## src/rtl/knn_sequencer_pkg.sv

```systemverilog
// Shared types and constants for the KNN query sequencer.
// Contents:
//   TAG, WIDTH, MEM_SIZE  sample geometry and sample-memory depth
//   CW                    address / rank-index width
//   state_e               sequencer FSM states
//   sample_t              {tag, feat} sample record
//   idx_t, cnt_t          CW-bit index and CW+1-bit counter types
//   query_bad()           start-time rejection test for K and N
package knn_sequencer_pkg;

    localparam int unsigned TAG      = 2;
    localparam int unsigned WIDTH    = 4;
    localparam int unsigned MEM_SIZE = 1024;
    localparam int unsigned CW       = $clog2(MEM_SIZE);

    typedef enum logic [2:0] {
        StIdle,
        StFetch,
        StRank,
        StClr,
        StReplay,
        StWait,
        StDone
    } state_e;

    typedef struct packed {
        logic [TAG-1:0]   tag;
        logic [WIDTH-1:0] feat;
    } sample_t;

    typedef logic [CW-1:0] idx_t;
    // One extra bit so that N = MEM_SIZE is representable without wrapping.
    typedef logic [CW:0]   cnt_t;

    // A query is rejected when there is nothing to scan, nothing to vote,
    // or more voters than samples.
    function automatic logic query_bad(input idx_t k, input cnt_t n);
        return (k == '0) || (n == '0) || ({1'b0, k} > n);
    endfunction

endpackage

```

## src/rtl/knn_sequencer_if.sv

```systemverilog
// Datapath-facing bundle of the KNN sequencer: sample-memory read port, top-K selector
// stream and ranked-tag read port, and classifier control.
// Modports:
//   master  the sequencer (drives mem_rd/addr, sel_*_o, cls_*_o)
//   slave   the memory / selector / classifier side
interface knn_sequencer_if;
    import knn_sequencer_pkg::*;

    // Sample memory
    logic           mem_rd_o;
    idx_t           mem_addr_o;
    sample_t        mem_data_i;
    // Top-K selector
    logic           sel_valid_o;
    sample_t        sel_data_o;
    logic           sel_last_o;
    logic           sel_ready_i;
    logic           sel_done_i;
    logic           sel_rd_o;
    idx_t           sel_idx_o;
    logic [TAG-1:0] sel_tag_i;
    // Majority-vote classifier
    logic           cls_rst_o;
    logic           cls_start_o;
    sample_t        cls_data_o;
    idx_t           cls_k_o;
    logic           cls_done_i;
    logic [TAG-1:0] cls_class_i;

    modport master (
        output mem_rd_o, mem_addr_o,
        input  mem_data_i,
        output sel_valid_o, sel_data_o, sel_last_o,
        input  sel_ready_i, sel_done_i,
        output sel_rd_o, sel_idx_o,
        input  sel_tag_i,
        output cls_rst_o, cls_start_o, cls_data_o, cls_k_o,
        input  cls_done_i, cls_class_i
    );

    modport slave (
        input  mem_rd_o, mem_addr_o,
        output mem_data_i,
        input  sel_valid_o, sel_data_o, sel_last_o,
        output sel_ready_i, sel_done_i,
        input  sel_rd_o, sel_idx_o,
        output sel_tag_i,
        input  cls_rst_o, cls_start_o, cls_data_o, cls_k_o,
        output cls_done_i, cls_class_i
    );

endinterface

```

## src/rtl/knn_fetch_skid.sv

```systemverilog
// One-entry hold buffer between the sample memory (1-cycle read latency) and the
// top-K selector's valid/ready input.
// Ports:
//   clk_i, rst_i   clock, synchronous active-high reset
//   rd_i           a memory read is issued this cycle
//   ready_i        selector ready
//   mem_data_i     memory read data (valid the cycle after rd_i)
//   valid_o        sample available to the selector
//   data_o         sample to the selector (0 when not valid)
//   issue_ok_o     a new read may be issued this cycle without losing data
module knn_fetch_skid
    import knn_sequencer_pkg::*;
(
    input  logic    clk_i,
    input  logic    rst_i,
    input  logic    rd_i,
    input  logic    ready_i,
    input  sample_t mem_data_i,
    output logic    valid_o,
    output sample_t data_o,
    output logic    issue_ok_o
);

    // The single entry is either still on the memory bus (pend_q) or parked in
    // hold_q; the two are never set together.
    logic    pend_q;
    logic    hold_valid_q;
    sample_t hold_q;
    logic    occ;

    always_comb begin
        occ        = pend_q | hold_valid_q;
        valid_o    = occ;
        data_o     = hold_valid_q ? hold_q : (pend_q ? mem_data_i : '0);
        // Refill is allowed when empty or when the entry drains this cycle.
        issue_ok_o = !occ || ready_i;
    end

    always_ff @(posedge clk_i) begin
        if (rst_i) begin
            pend_q       <= 1'b0;
            hold_valid_q <= 1'b0;
            hold_q       <= '0;
        end else begin
            pend_q <= rd_i;
            if (pend_q && !ready_i) begin
                // Stalled: park the returning word so the output stays stable.
                hold_q       <= mem_data_i;
                hold_valid_q <= 1'b1;
            end else if (ready_i) begin
                hold_valid_q <= 1'b0;
            end
        end
    end

endmodule

```

## src/rtl/knn_sequencer.sv

```systemverilog
// Control FSM for one KNN query: streams N samples from sample memory into the top-K
// selector, replays the K ranked tags into the majority-vote classifier, returns the class.
// Ports:
//   clk_i, rst_i        clock, synchronous active-high reset (aborts any query)
//   start_i             query request, sampled only when idle
//   k_i, n_samples_i    neighbour count and sample count, latched at start
//   bus                 memory / selector / classifier bundle (master side)
//   busy_o              query in progress
//   done_o              one-cycle completion pulse
//   err_o               with done_o: query was rejected
//   class_o             result, held until the next accepted start
module knn_sequencer
    import knn_sequencer_pkg::*;
(
    input  logic            clk_i,
    input  logic            rst_i,
    input  logic            start_i,
    input  idx_t            k_i,
    input  cnt_t            n_samples_i,
    knn_sequencer_if.master bus,
    output logic            busy_o,
    output logic            done_o,
    output logic            err_o,
    output logic [TAG-1:0]  class_o
);

    state_e         state_q;
    idx_t           k_q;
    cnt_t           n_q;
    cnt_t           iss_q;     // reads issued
    cnt_t           acc_q;     // samples accepted by the selector
    cnt_t           idx_q;     // ranks requested during replay
    logic           tag_pend_q;
    logic           err_q;
    logic [TAG-1:0] class_q;

    logic    issue_ok;
    logic    skid_valid;
    sample_t skid_data;
    logic    mem_rd;
    logic    sel_hs;
    logic    sel_last;
    logic    sel_rd;

    always_comb begin
        mem_rd   = (state_q == StFetch) && (iss_q < n_q) && issue_ok;
        sel_hs   = skid_valid && bus.sel_ready_i;
        sel_last = skid_valid && (acc_q == n_q - cnt_t'(1));
        // Replay is left right after rank K-1 is requested, so every replay cycle reads.
        sel_rd   = (state_q == StReplay);
    end

    knn_fetch_skid u_skid (
        .clk_i      (clk_i),
        .rst_i      (rst_i),
        .rd_i       (mem_rd),
        .ready_i    (bus.sel_ready_i),
        .mem_data_i (bus.mem_data_i),
        .valid_o    (skid_valid),
        .data_o     (skid_data),
        .issue_ok_o (issue_ok)
    );

    always_ff @(posedge clk_i) begin
        if (rst_i) begin
            state_q    <= StIdle;
            k_q        <= '0;
            n_q        <= '0;
            iss_q      <= '0;
            acc_q      <= '0;
            idx_q      <= '0;
            tag_pend_q <= 1'b0;
            err_q      <= 1'b0;
            class_q    <= '0;
        end else begin
            // The ranked tag returns one cycle after its read.
            tag_pend_q <= sel_rd;
            unique case (state_q)
                StIdle: begin
                    if (start_i) begin
                        k_q     <= k_i;
                        n_q     <= n_samples_i;
                        iss_q   <= '0;
                        acc_q   <= '0;
                        idx_q   <= '0;
                        class_q <= '0;
                        if (query_bad(k_i, n_samples_i)) begin
                            err_q   <= 1'b1;
                            state_q <= StDone;
                        end else begin
                            err_q   <= 1'b0;
                            state_q <= StFetch;
                        end
                    end
                end
                StFetch: begin
                    if (mem_rd) iss_q <= iss_q + cnt_t'(1);
                    if (sel_hs) acc_q <= acc_q + cnt_t'(1);
                    if (sel_hs && sel_last) state_q <= StRank;
                end
                StRank: begin
                    if (bus.sel_done_i) state_q <= StClr;
                end
                StClr: begin
                    state_q <= StReplay;
                end
                StReplay: begin
                    idx_q <= idx_q + cnt_t'(1);
                    if (idx_q == {1'b0, k_q} - cnt_t'(1)) state_q <= StWait;
                end
                StWait: begin
                    if (bus.cls_done_i) begin
                        class_q <= bus.cls_class_i;
                        state_q <= StDone;
                    end
                end
                StDone: begin
                    state_q <= StIdle;
                end
                default: begin
                    state_q <= StIdle;
                end
            endcase
        end
    end

    always_comb begin
        bus.mem_rd_o    = mem_rd;
        bus.mem_addr_o  = mem_rd ? iss_q[CW-1:0] : '0;
        bus.sel_valid_o = skid_valid;
        bus.sel_data_o  = skid_data;
        bus.sel_last_o  = sel_last;
        bus.sel_rd_o    = sel_rd;
        bus.sel_idx_o   = sel_rd ? idx_q[CW-1:0] : '0;
        // Classifier is cleared together with this block and once per query.
        bus.cls_rst_o   = rst_i || (state_q == StClr);
        bus.cls_start_o = tag_pend_q;
        bus.cls_data_o  = '0;
        if (tag_pend_q) begin
            bus.cls_data_o.tag = bus.sel_tag_i;
        end
        bus.cls_k_o     = k_q;
        busy_o          = (state_q == StFetch) || (state_q == StRank) || (state_q == StClr) ||
                          (state_q == StReplay) || (state_q == StWait);
        done_o          = (state_q == StDone);
        err_o           = (state_q == StDone) && err_q;
        class_o         = class_q;
    end

endmodule

```

## src/flat_wrapper.sv

```systemverilog
// flat-port wrapper written by rule: the top's interface ports become plain ports
module knn_sequencer_flat import knn_sequencer_pkg::*;
  (clk_i, rst_i, start_i, k_i, n_samples_i, busy_o, done_o, err_o, class_o, bus_mem_rd_o, bus_mem_addr_o, bus_mem_data_i, bus_sel_valid_o, bus_sel_data_o, bus_sel_last_o, bus_sel_ready_i, bus_sel_done_i, bus_sel_rd_o, bus_sel_idx_o, bus_sel_tag_i, bus_cls_rst_o, bus_cls_start_o, bus_cls_data_o, bus_cls_k_o, bus_cls_done_i, bus_cls_class_i);
  knn_sequencer_if bus_i ();
  input  logic clk_i;
  input  logic rst_i;
  input  logic start_i;
  input  idx_t k_i;
  input  cnt_t n_samples_i;
  output logic busy_o;
  output logic done_o;
  output logic err_o;
  output logic [TAG-1:0] class_o;
  output wire logic [$bits(bus_i.mem_rd_o)-1:0] bus_mem_rd_o;
  output wire logic [$bits(bus_i.mem_addr_o)-1:0] bus_mem_addr_o;
  input wire logic [$bits(bus_i.mem_data_i)-1:0] bus_mem_data_i;
  output wire logic [$bits(bus_i.sel_valid_o)-1:0] bus_sel_valid_o;
  output wire logic [$bits(bus_i.sel_data_o)-1:0] bus_sel_data_o;
  output wire logic [$bits(bus_i.sel_last_o)-1:0] bus_sel_last_o;
  input wire logic [$bits(bus_i.sel_ready_i)-1:0] bus_sel_ready_i;
  input wire logic [$bits(bus_i.sel_done_i)-1:0] bus_sel_done_i;
  output wire logic [$bits(bus_i.sel_rd_o)-1:0] bus_sel_rd_o;
  output wire logic [$bits(bus_i.sel_idx_o)-1:0] bus_sel_idx_o;
  input wire logic [$bits(bus_i.sel_tag_i)-1:0] bus_sel_tag_i;
  output wire logic [$bits(bus_i.cls_rst_o)-1:0] bus_cls_rst_o;
  output wire logic [$bits(bus_i.cls_start_o)-1:0] bus_cls_start_o;
  output wire logic [$bits(bus_i.cls_data_o)-1:0] bus_cls_data_o;
  output wire logic [$bits(bus_i.cls_k_o)-1:0] bus_cls_k_o;
  input wire logic [$bits(bus_i.cls_done_i)-1:0] bus_cls_done_i;
  input wire logic [$bits(bus_i.cls_class_i)-1:0] bus_cls_class_i;
  assign bus_mem_rd_o = bus_i.mem_rd_o;
  assign bus_mem_addr_o = bus_i.mem_addr_o;
  assign bus_i.mem_data_i = bus_mem_data_i;
  assign bus_sel_valid_o = bus_i.sel_valid_o;
  assign bus_sel_data_o = bus_i.sel_data_o;
  assign bus_sel_last_o = bus_i.sel_last_o;
  assign bus_i.sel_ready_i = bus_sel_ready_i;
  assign bus_i.sel_done_i = bus_sel_done_i;
  assign bus_sel_rd_o = bus_i.sel_rd_o;
  assign bus_sel_idx_o = bus_i.sel_idx_o;
  assign bus_i.sel_tag_i = bus_sel_tag_i;
  assign bus_cls_rst_o = bus_i.cls_rst_o;
  assign bus_cls_start_o = bus_i.cls_start_o;
  assign bus_cls_data_o = bus_i.cls_data_o;
  assign bus_cls_k_o = bus_i.cls_k_o;
  assign bus_i.cls_done_i = bus_cls_done_i;
  assign bus_i.cls_class_i = bus_cls_class_i;
  knn_sequencer u_core (.clk_i(clk_i), .rst_i(rst_i), .start_i(start_i), .k_i(k_i), .n_samples_i(n_samples_i), .bus(bus_i), .busy_o(busy_o), .done_o(done_o), .err_o(err_o), .class_o(class_o));
endmodule
```

## config.mk

```make
export PLATFORM = sky130hd
export DESIGN_NAME = knn_sequencer_flat
export DESIGN_NICKNAME = d
export VERILOG_FILES = /design/src/rtl/knn_sequencer_pkg.sv /design/src/rtl/knn_sequencer_if.sv /design/src/rtl/knn_fetch_skid.sv /design/src/rtl/knn_sequencer.sv /design/src/flat_wrapper.sv
export SDC_FILE = /design/constraint.sdc
export NUM_CORES = 1
export LEC_CHECK = 0
export ABC_AREA = 0
export CAP_MARGIN = 10
export CORE_MARGIN = 10
export CORE_UTILIZATION = 54
export CTS_BUF_LIST = sky130_fd_sc_hd__clkbuf_8
export CTS_CLUSTER_DIAMETER = 100
export DETAILED_ROUTE_END_ITERATION = 8
export PLACE_DENSITY = 0.83
export SLEW_MARGIN = 10
export SYNTH_ARGS = -nofsm -noshare
export SYNTH_HDL_FRONTEND = slang
export SYNTH_HIERARCHICAL = 1
export SYNTH_SLANG_ARGS = --single-unit
export TNS_END_PERCENT = 1
```

## constraint.sdc

```tcl
create_clock -name clk_i -period 3.58 [get_ports clk_i]
set_input_delay 0.537 -clock clk_i [delete_from_list [all_inputs] [get_ports clk_i]]
set_output_delay 0.537 -clock clk_i [all_outputs]
set_load 0.05 [all_outputs]
```

After elaboration in Yosys (flattened, before gate mapping)
Index checks and enable logic that the tools add are counted. Widths: inputs -> output; s select.

Output and inout port bits: 53. Flip-flop bits (word level): 69. Word-level logic and storage cells: 90.

Reductions and logical operators: 30. Equality and inequality tests: 15. $add $sub $neg: 5. Multiplexer cells: 24. Bitwise gates (word level): 1. Order comparisons: 2.

Operator list (count): $pmux 11 s2 (3); $add 11x1->11 const B (3); $mux 11 (3); $eq 11x11->1 (2); $mux 10 (2); $mux 3 (6); $pmux 3 s6 (1); $mux 6 (2); $gt 10x11->1 (1); $logic_not 11->1 (1); $lt 11x11->1 (1); $sub 10x1->11 const B (1); $sub 11x1->11 const B (1); $logic_not 10->1 (1); $ne 2x2->1 const B (5); $eq 3x3->1 const B (3); $reduce_and 3->1 (3); $logic_or 1x1->1 (8); $reduce_bool 2->1 (4); $logic_and 1x1->1 (7); $eq 3x2->1 const B (2); $mux 2 (3); $reduce_and 5->1 (1); $ne 2x1->1 const B (2); 7 further kinds (11).

Depth between registers and ports, before layout
Gate-level depths: netlist of run 1.

Word-level depth: 6. Mapped depth: 11. Depth with buffers taken out: 9.

Hierarchy
The synthesis of run 1 kept the hierarchy.

Modules (own cells, without submodules): knn_sequencer (sequential area each 1221.2 um2, instances 1, area each 4276.6 um2, cells an instance 573); knn_fetch_skid (sequential area each 160.2 um2, instances 1, area each 427.9 um2, cells an instance 52).

Least setup slack after synthesis of run 1
Ideal clock, no wire load.

Path kind: register to output. Start: register u_core.n_q[0]. End: output bus_sel_last_o. Cell stages (with the launch flop): 10. Data arrival time: 2.569 ns. Slack: 0.474 ns. Required time: 3.043 ns. Cell sequence: dfxtp_1 -> clkbuf_1 -> inv_1 -> ha_1 -> or4b_4 -> buf_6 -> o41ai_1 -> o311ai_1 -> a2111oi_1 -> o21a_2.

Cells in the longest elaborated chain, start to end: 3.

RTL lines: from (decl) (line knn_sequencer.sv:29) `cnt_t n_q;`; from (signal assigned) (line knn_sequencer.sv:82) `n_q <= n_samples_i;`; $sub 11x1->11 (line knn_sequencer.sv:48) `sel_last = skid_valid && (acc_q == n_q - cnt_t'(1));`; $eq 11x11->1 (line knn_sequencer.sv:48); $logic_and 1x1->1 (line knn_sequencer.sv:48); to (decl) (line flat_wrapper.sv:19) `output wire logic [$bits(bus_i.sel_last_o)-1:0] bus_sel_last_o;`.

Every way passes these cells.

Worst setup path after layout of run 1
Start: register u_core.n_q[5]. End: output bus_mem_addr_o[7].

Cells in the longest elaborated chain, start to end: 4.

RTL lines: $lt 11x11->1 (line knn_sequencer.sv:46) `mem_rd = (state_q == StFetch) && (iss_q < n_q) && issue_ok;`; $logic_and 1x1->1 (2 in a row) (line knn_sequencer.sv:46); $mux 10 (line knn_sequencer.sv:129) `bus.mem_addr_o = mem_rd ? iss_q[CW-1:0] : '0;`; to (decl) (line flat_wrapper.sv:15) `output wire logic [$bits(bus_i.mem_addr_o)-1:0] bus_mem_addr_o;`.

Every way passes these cells.

==> qor.tcl, run 1 <==
set qor(outcome) {completed}
set qor(instance_count_along_the_most_critical_hold_path) 2
set qor(slew_headroom_pct) 49.6
set qor(synthArstFlopShare_pct) 0
set qor(post-route-min-period_ns) 3.43
set qor(die_x_um) 113
set qor(yosysWarningCount) 6
set qor(wl_met3_um) 949
set qor(cp_data_required_time_ns) 3.04
set qor(r2r_cells) 7
set qor(vias_per_cell) 6.01
set qor(design.portCount) 90
set qor(synth-main-ff-cell) {sky130_fd_sc_hd__dfxtp_1}
set qor(placementRows) 33
set qor(mean_routed_wirelength_per_cell_um) 16.7
set qor(numCtsBuffers) 9
set qor(final-seq-area_um2) 1380
set qor(io_buffer_count) 85
set qor(area_of_the_core_um2) 8340
set qor(post_cts_hold_buffer_count) 0
set qor(timing_max_transition_violations_final) 0
set qor(drc_errors) 0
set qor(design.final.nets) 756
set qor(total_wire_length_um) 13400
set qor(h-tree-depth) 3
set qor(min_to) {u_core/u_skid/hold_q[1]}
set qor(worst_clock_skew_ns) 0.00698
set qor(static-leakage-power_uw) 0.00228
set qor(met2WireLength_um) 6140
set qor(first_global_vias) 4810
set qor(detailedPlacementHpwl_um) 10200
set qor(post_synth_num_cell_types) 67
set qor(antenna_left) 0
set qor(r2r_slack_ns) 0.73
set qor(die_h_um) 113
set qor(number_of_diodes) 0
set qor(achievable-frequency_ghz) 0.292
set qor(finalHoldViolations) 0
set qor(fraction_of_final_layout_cells_with_drive_strength_greater_than_1_pct) 7.73
set qor(clock-root-buffer) {sky130_fd_sc_hd__clkbuf_8}
set qor(clkSlewWorstSetupHoldPaths_ns) 0.07
set qor(max_cap_viol) 0
set qor(area_of_the_multi_input_gates_um2) 3030
set qor(post_synth_instance_area_um2) 4700
set qor(clock_insertion_delay_worst_skew_ns) 0.35
set qor(reg2reg_to) {u_core/state_q[0]}
set qor(rsz0062_at_grt) {no}
set qor(tritoncts) {built}
set qor(grt_remaining_overflow) 0
set qor(final.fill_count) 691
set qor(wl_met1_um) 6070
set qor(detail_route.first_pass.iterations) 7
set qor(path_max_fanout) 11
set qor(mostFrequentLayoutCells) {sky130_fd_sc_hd__nand2_1 (82), sky130_fd_sc_hd__clkdlybuf4s50_1 (72), sky130_fd_sc_hd__dfxtp_1 (69), sky130_fd_sc_hd__a21oi_1 (51), sky130_fd_sc_hd__nor2_1 (43)}
set qor(route.top_layer_used) {met4}
set qor(drt-initial-drc-count) 336
set qor(timing.critical_path.from_type) {flop}
set qor(layout_worst_path_cycle_share_pct) 95.7
set qor(hold_class) {reg -> reg}
set qor(cts.path.max_buffers) 2
set qor(critPathCaptureType) {primary output}
set qor(tightestPinTransition_ns) 0.747
set qor(dieArea_um2) 12800
set qor(power.density_nw_per_um2) 575
set qor(cts.sinks) 69
set qor(seq_area_frac_synth_pct) 29.4
set qor(grt_max_degree) 59
set qor(timing.final.setup_violations) 0
set qor(grt_antenna_before_repair) 0
set qor(irDropWorstVdd_mv) 0.349
set qor(grtUsageTotal_pct) 21.0
set qor(totalNegativeSetupSlack_ns) 0
set qor(critical_path_data_arrival_time_ns) 2.89
set qor(synth_enable_flop_cells) 0
set qor(hold_ws_ns) 0.473
set qor(avgSynthCellArea_um2) 7.53
set qor(final_common_cell) {sky130_fd_sc_hd__nand2_1}
set qor(syn_to_final_growth_pct) 25.8
set qor(gp_congestion) 0.902
set qor(floorplan.initialDensity_pct) 56.4
set qor(synth.ff_latch_count) 69
set qor(via_count) 4835
set qor(timing.rr.start) {u_core/bus.cls_k_o[2]}
set qor(hold_path_startpoint) {u_core/u_skid/hold_q[1]}
set qor(worstSetupPathType) {reg -> out}
set qor(first_pass_grt_wire_length_um) 23100
set qor(postSynthCellCount) 625
==> through the flow <==
step                      setup WS (ns)  power, µW  util, %  instance area, µm²  cells
after detailed placement          0.464       2650     68.2                5690    788
after CTS                        0.0771       3380     70.9                5920    804
final                             0.152       3400     71.0                5920    804
after global routing            0.00926       3620     71.0                5920    804
after floorplan                   0.474       2210        -                4720    628
after global placement            0.510       2610     68.2                5690    788
==> worst max-delay path: stages, from the launching register on <==
cell	delay (ns)
sky130_fd_sc_hd__dfxtp_1	0.46
sky130_fd_sc_hd__inv_1	0.08
sky130_fd_sc_hd__ha_1	0.34
sky130_fd_sc_hd__a21o_1	0.20
sky130_fd_sc_hd__a21oi_1	0.15
sky130_fd_sc_hd__o211ai_1	0.15
sky130_fd_sc_hd__a41oi_1	0.68
sky130_fd_sc_hd__and3_1	0.33
sky130_fd_sc_hd__buf_12	0.15
==> sequential cells by signal, summed over array words and instances, names as in the netlist, 2 cells and up <==
| name | cells |
|---|---|
| u_core/acc_q | 11 |
| u_core/bus.cls_k_o | 10 |
| u_core/class_o | 2 |
| u_core/idx_q | 11 |
| u_core/iss_q | 11 |
| u_core/n_q | 11 |
| u_core/state_q | 3 |
| u_core/u_skid/hold_q | 6 |
==> routing by layer <==
metal	global-route usage [%]	up-vias
li1	-	2365
met5	0	-
met2	33.3	175
met3	4.70	25
met1	27.0	2270
met4	7.70	0
==> cell families after synthesis <==
kind of cell | after synthesis | share of synthesized area [%]
mux | 6 | 1.33
compound gates | 142 | 18.9
xor+xnor | 28 | 5.21
flops | 69 | 29.4
other cells | 1 | 0.0797
simple gates | 283 | 31.9
buf+inv | 71 | 6.60
fa+ha+maj | 25 | 6.65
==> cells in the mapped netlist (10+ instances only) <==
master / number / share of area (%)
sky130_fd_sc_hd__nand3_1: 19 / 2.0
sky130_fd_sc_hd__nor2_1: 43 / 3.4
sky130_fd_sc_hd__or4_1: 12 / 1.9
sky130_fd_sc_hd__dfxtp_1: 69 / 29
sky130_fd_sc_hd__nand2_1: 82 / 6.5
sky130_fd_sc_hd__xor2_1: 15 / 2.8
sky130_fd_sc_hd__inv_1: 33 / 2.6
sky130_fd_sc_hd__o21ai_0: 27 / 2.9
sky130_fd_sc_hd__xnor2_1: 13 / 2.4
sky130_fd_sc_hd__o31ai_1: 10 / 1.6
sky130_fd_sc_hd__nor4_1: 12 / 1.6
sky130_fd_sc_hd__clkbuf_1: 27 / 2.2
sky130_fd_sc_hd__or3_1: 11 / 1.5
sky130_fd_sc_hd__and2_1: 15 / 2.0
sky130_fd_sc_hd__and3_1: 18 / 2.4
sky130_fd_sc_hd__nand4_1: 15 / 2.0
sky130_fd_sc_hd__nor3_1: 12 / 1.3
sky130_fd_sc_hd__nand2b_1: 12 / 1.6
sky130_fd_sc_hd__a21oi_1: 51 / 5.4
sky130_fd_sc_hd__ha_1: 25 / 6.6
==> timing repair <==
item                       CTS  global route
setup endpoints to repair    0             1
resized for setup            0             1
hold endpoints to repair     0             0
setup buffers                0             0
==> worst max-delay path by stage <==
| stage | start | endpoint | slack (ns) |
|---|---|---|---|
| floorplan | u_core/n_q[0] | bus_sel_last_o | 0.47 |
| global placement | u_core/n_q[0] | bus_sel_last_o | 0.51 |
| detailed placement | u_core/n_q[0] | bus_sel_last_o | 0.46 |
| CTS | u_core/n_q[0] | bus_sel_last_o | 0.08 |
| global route | u_core/n_q[5] | bus_mem_addr_o[7] | 0.009 |
| finish | u_core/n_q[5] | bus_mem_addr_o[7] | 0.15 |
==> area by class of cell <==
cell class                      instances  share of cell area (%)
Multi-Input combinational cell        488                    51.2
Sequential cell                        69                    23.3
Timing Repair Buffer                   93                    17.3
Clock buffer                           11                    2.56
Tap cell                              105                    2.22
Inverter                               33                    2.09
Clock inverter                          5                    1.25
==> power breakdown <==
group / total, µW / switching, µW / internal (µW)
sequential: 1020 / 161 / 857
combinational: 1660 / 1060 / 606
clock: 723 / 297 / 426
total: 3400 / 1510 / 1890
(Power assumes the default switching activity.)
==> run 2: changes to the inputs <==
- CORE_UTILIZATION: 54 -> 53
- PLACE_DENSITY: 0.83 -> 0.82
- SYNTH_HIERARCHICAL: 1 -> default
==> run 2 against run 1 <==
Net effect:
- critical path type unchanged
- via count shrank 8.4%
- sequential share of layout area rose by 1.6 points
- clock skew up 0.0052 ns
- combinational power is 25% lower
- power fell by 19%
- highest routed layer unchanged
==> qor.tcl, run 2 <==
set qor(design.portCount) 90
set qor(grt_remaining_overflow) 0
set qor(synth.area.mux_share_pct) 1.84
set qor(total_power_uw) 2760
set qor(post_synth_xor_area_fraction_pct) 6.62
set qor(first_global_vias) 4296
set qor(detail_route.first_pass.iterations) 5
set qor(die_x_um) 111
set qor(drt-initial-drc-count) 350
set qor(drc_errors) 0
set qor(avgSynthCellArea_um2) 7.52
set qor(rsz0062_at_grt) {no}
set qor(post_cts_hold_buffer_count) 0
set qor(gp_congestion) 0.904
set qor(irDropWorstVdd_mv) 0.322
set qor(grtUsageTotal_pct) 19.5
set qor(slew_headroom_pct) 57.5
set qor(tightestPinTransition_ns) 0.636
set qor(achievable-frequency_ghz) 0.294
set qor(hold_class) {reg -> reg}
set qor(post-route-min-period_ns) 3.40
set qor(numCtsBuffers) 9
set qor(design.final.nets) 715
set qor(final_common_cell) {sky130_fd_sc_hd__clkdlybuf4s50_1}
set qor(cp_data_required_time_ns) 3.04
set qor(power.density_nw_per_um2) 498
set qor(post_cts_buffers) 0
set qor(timing_max_transition_violations_final) 0
set qor(synth_adder_area_share_pct) 7.17
set qor(worst_clock_skew_ns) 0.0122
set qor(critical_path_data_arrival_time_ns) 2.87
set qor(post_synth_instance_area_um2) 4360
set qor(finalHoldViolations) 0
set qor(worstSetupPathType) {reg -> out}
set qor(synth_top_cells_by_area) {sky130_fd_sc_hd__dfxtp_1 (32%), sky130_fd_sc_hd__ha_1 (7.2%), sky130_fd_sc_hd__a21oi_1 (6.3%)}
set qor(total_wire_length_um) 12300
set qor(timing.final.setup_violations) 0
set qor(synth-main-ff-cell) {sky130_fd_sc_hd__dfxtp_1}
set qor(synth-simple-area-share_pct) 29.2
set qor(totalNegativeSetupSlack_ns) 0
set qor(io_buffer_count) 85
set qor(h-tree-depth) 3
set qor(placementRows) 33
set qor(mostFrequentLayoutCells) {sky130_fd_sc_hd__clkdlybuf4s50_1 (72), sky130_fd_sc_hd__nand2_1 (71), sky130_fd_sc_hd__dfxtp_1 (69), sky130_fd_sc_hd__a21oi_1 (55), sky130_fd_sc_hd__nor2_1 (45)}
set qor(detailedPlacementHpwl_um) 9520
set qor(postSynthCellCount) 580
set qor(grt_antenna_before_repair) 0
set qor(layout_worst_path_cycle_share_pct) 95.1
set qor(path_max_fanout) 6
set qor(outcome) {completed}
set qor(clkSlewWorstSetupHoldPaths_ns) 0.06
set qor(vias_per_cell) 5.81
set qor(critPathCaptureType) {primary output}
set qor(number_of_diodes) 0
set qor(synth.ff_latch_count) 69
set qor(timing.critical_path.from_type) {flop}
set qor(synth_compound_area_share_pct) 17.3
set qor(tritoncts) {built}
set qor(post_synth_num_cell_types) 53
set qor(via_count) 4430
set qor(cts.sinks) 69
set qor(max_cap_viol) 0
set qor(floorplan.initialDensity_pct) 53.9
set qor(synth_enable_flop_cells) 0
set qor(synth_top_cells_by_count) {sky130_fd_sc_hd__nand2_1 (71), sky130_fd_sc_hd__dfxtp_1 (69), sky130_fd_sc_hd__a21oi_1 (55), sky130_fd_sc_hd__nor2_1 (45), sky130_fd_sc_hd__o21ai_0 (37)}
set qor(static-leakage-power_uw) 0.00210
set qor(syn_to_final_growth_pct) 26.9
set qor(mean_routed_wirelength_per_cell_um) 16.1
set qor(netlist.top_cell.by_area) {sky130_fd_sc_hd__dfxtp_1}
set qor(main_combinational_cell_family_by_area_after_synthesis) {simple AND/OR/NAND/NOR gates}
set qor(cts.path.max_buffers) 2
set qor(antenna_left) 0
set qor(dieArea_um2) 12300
set qor(first_pass_grt_wire_length_um) 20700
set qor(synthArstFlopShare_pct) 0
set qor(cts_resized) 0
set qor(synthMostInstantiatedCell) {sky130_fd_sc_hd__nand2_1}
set qor(clock-root-buffer) {sky130_fd_sc_hd__clkbuf_8}
set qor(yosysWarningCount) 0
set qor(area_of_the_core_um2) 8090
set qor(yosys.area.top_type_share_pct) 31.7
set qor(clock_insertion_delay_worst_skew_ns) 0.35
set qor(fraction_of_final_layout_cells_with_drive_strength_greater_than_1_pct) 6.53
set qor(grt_max_degree) 55
set qor(die_h_um) 111
set qor(seq_area_frac_synth_pct) 31.7
run 2: metal layers:
| metal | GRT usage [%] | share of wire (%) | vias up |
|---|---|---|---|
| met2 | 32.6 | 47 | 175 |
| li1 | - | - | 2180 |
| met1 | 24.5 | 45 | 2058 |
| met3 | 4.60 | 7.3 | 17 |
| met4 | 5.21 | 1.1 | 0 |
| met5 | 0 | 0 | - |
run 2: layout make-up:
| type | instances | area [µm²] |
|---|---|---|
| flip-flops and latches | 69 | 1380 |
| inverters | 32 | 120 |
| well taps | 105 | 131 |
| clock buffers | 9 | 124 |
| fillers | 702 | 2560 |
| multi-input cells | 449 | 2730 |
| clock inverters | 7 | 35.0 |
| repair buffers | 92 | 1020 |
run 2: power breakdown:
group	internal (µW)	switching (µW)	leakage (µW)
combinational	477	762	0.00145
sequential	843	145	0.000560
clock	241	289	0.0000911
run 2: stage by stage:
stage / instances / worst slack, ns / utilization, % / area [µm²] / hold slack (ns)
after detailed placement: 747 / 0.471 / 66.4 / 5380 / 0.482
after CTS: 763 / 0.204 / 68.4 / 5540 / 0.493
after global routing: 763 / 0.0568 / 68.4 / 5540 / 0.514
final: 763 / 0.176 / 68.4 / 5540 / 0.491
after global placement: 747 / 0.557 / 66.4 / 5380 / 0.474
after floorplan: 583 / 0.495 / - / 4370 / 0.460
run 2: path summary, 6_finish.rpt:
kind                                     from           endpoint  slack [ns]  depth (start not counted)
worst max-delay path            u_core.n_q[0]     bus_sel_last_o        0.18                          8
worst max register to register  u_core.n_q[0]  u_core.state_q[1]        0.53                         10
worst min register to register  u_core.n_q[1]      u_core.n_q[1]        0.49                          2
worst min-delay path            u_core.n_q[1]      u_core.n_q[1]        0.49                          2
run 2: kinds of logic after synthesis:
kind of cell | after synthesis
mux | 8
compound gates | 128
flops | 69
buf+inv | 65
fa+ha+maj | 25
simple gates | 251
other cells | 1
xor+xnor | 33
run 2: critical path, cell delays in order (launching register included):
cell,delay (ns)
sky130_fd_sc_hd__dfxtp_1,0.36
sky130_fd_sc_hd__inv_1,0.08
sky130_fd_sc_hd__ha_1,0.18
sky130_fd_sc_hd__or4b_4,0.50
sky130_fd_sc_hd__nor4b_1,0.45
sky130_fd_sc_hd__xnor2_1,0.17
sky130_fd_sc_hd__nand3_1,0.14
sky130_fd_sc_hd__a2111oi_4,0.46
sky130_fd_sc_hd__buf_12,0.20
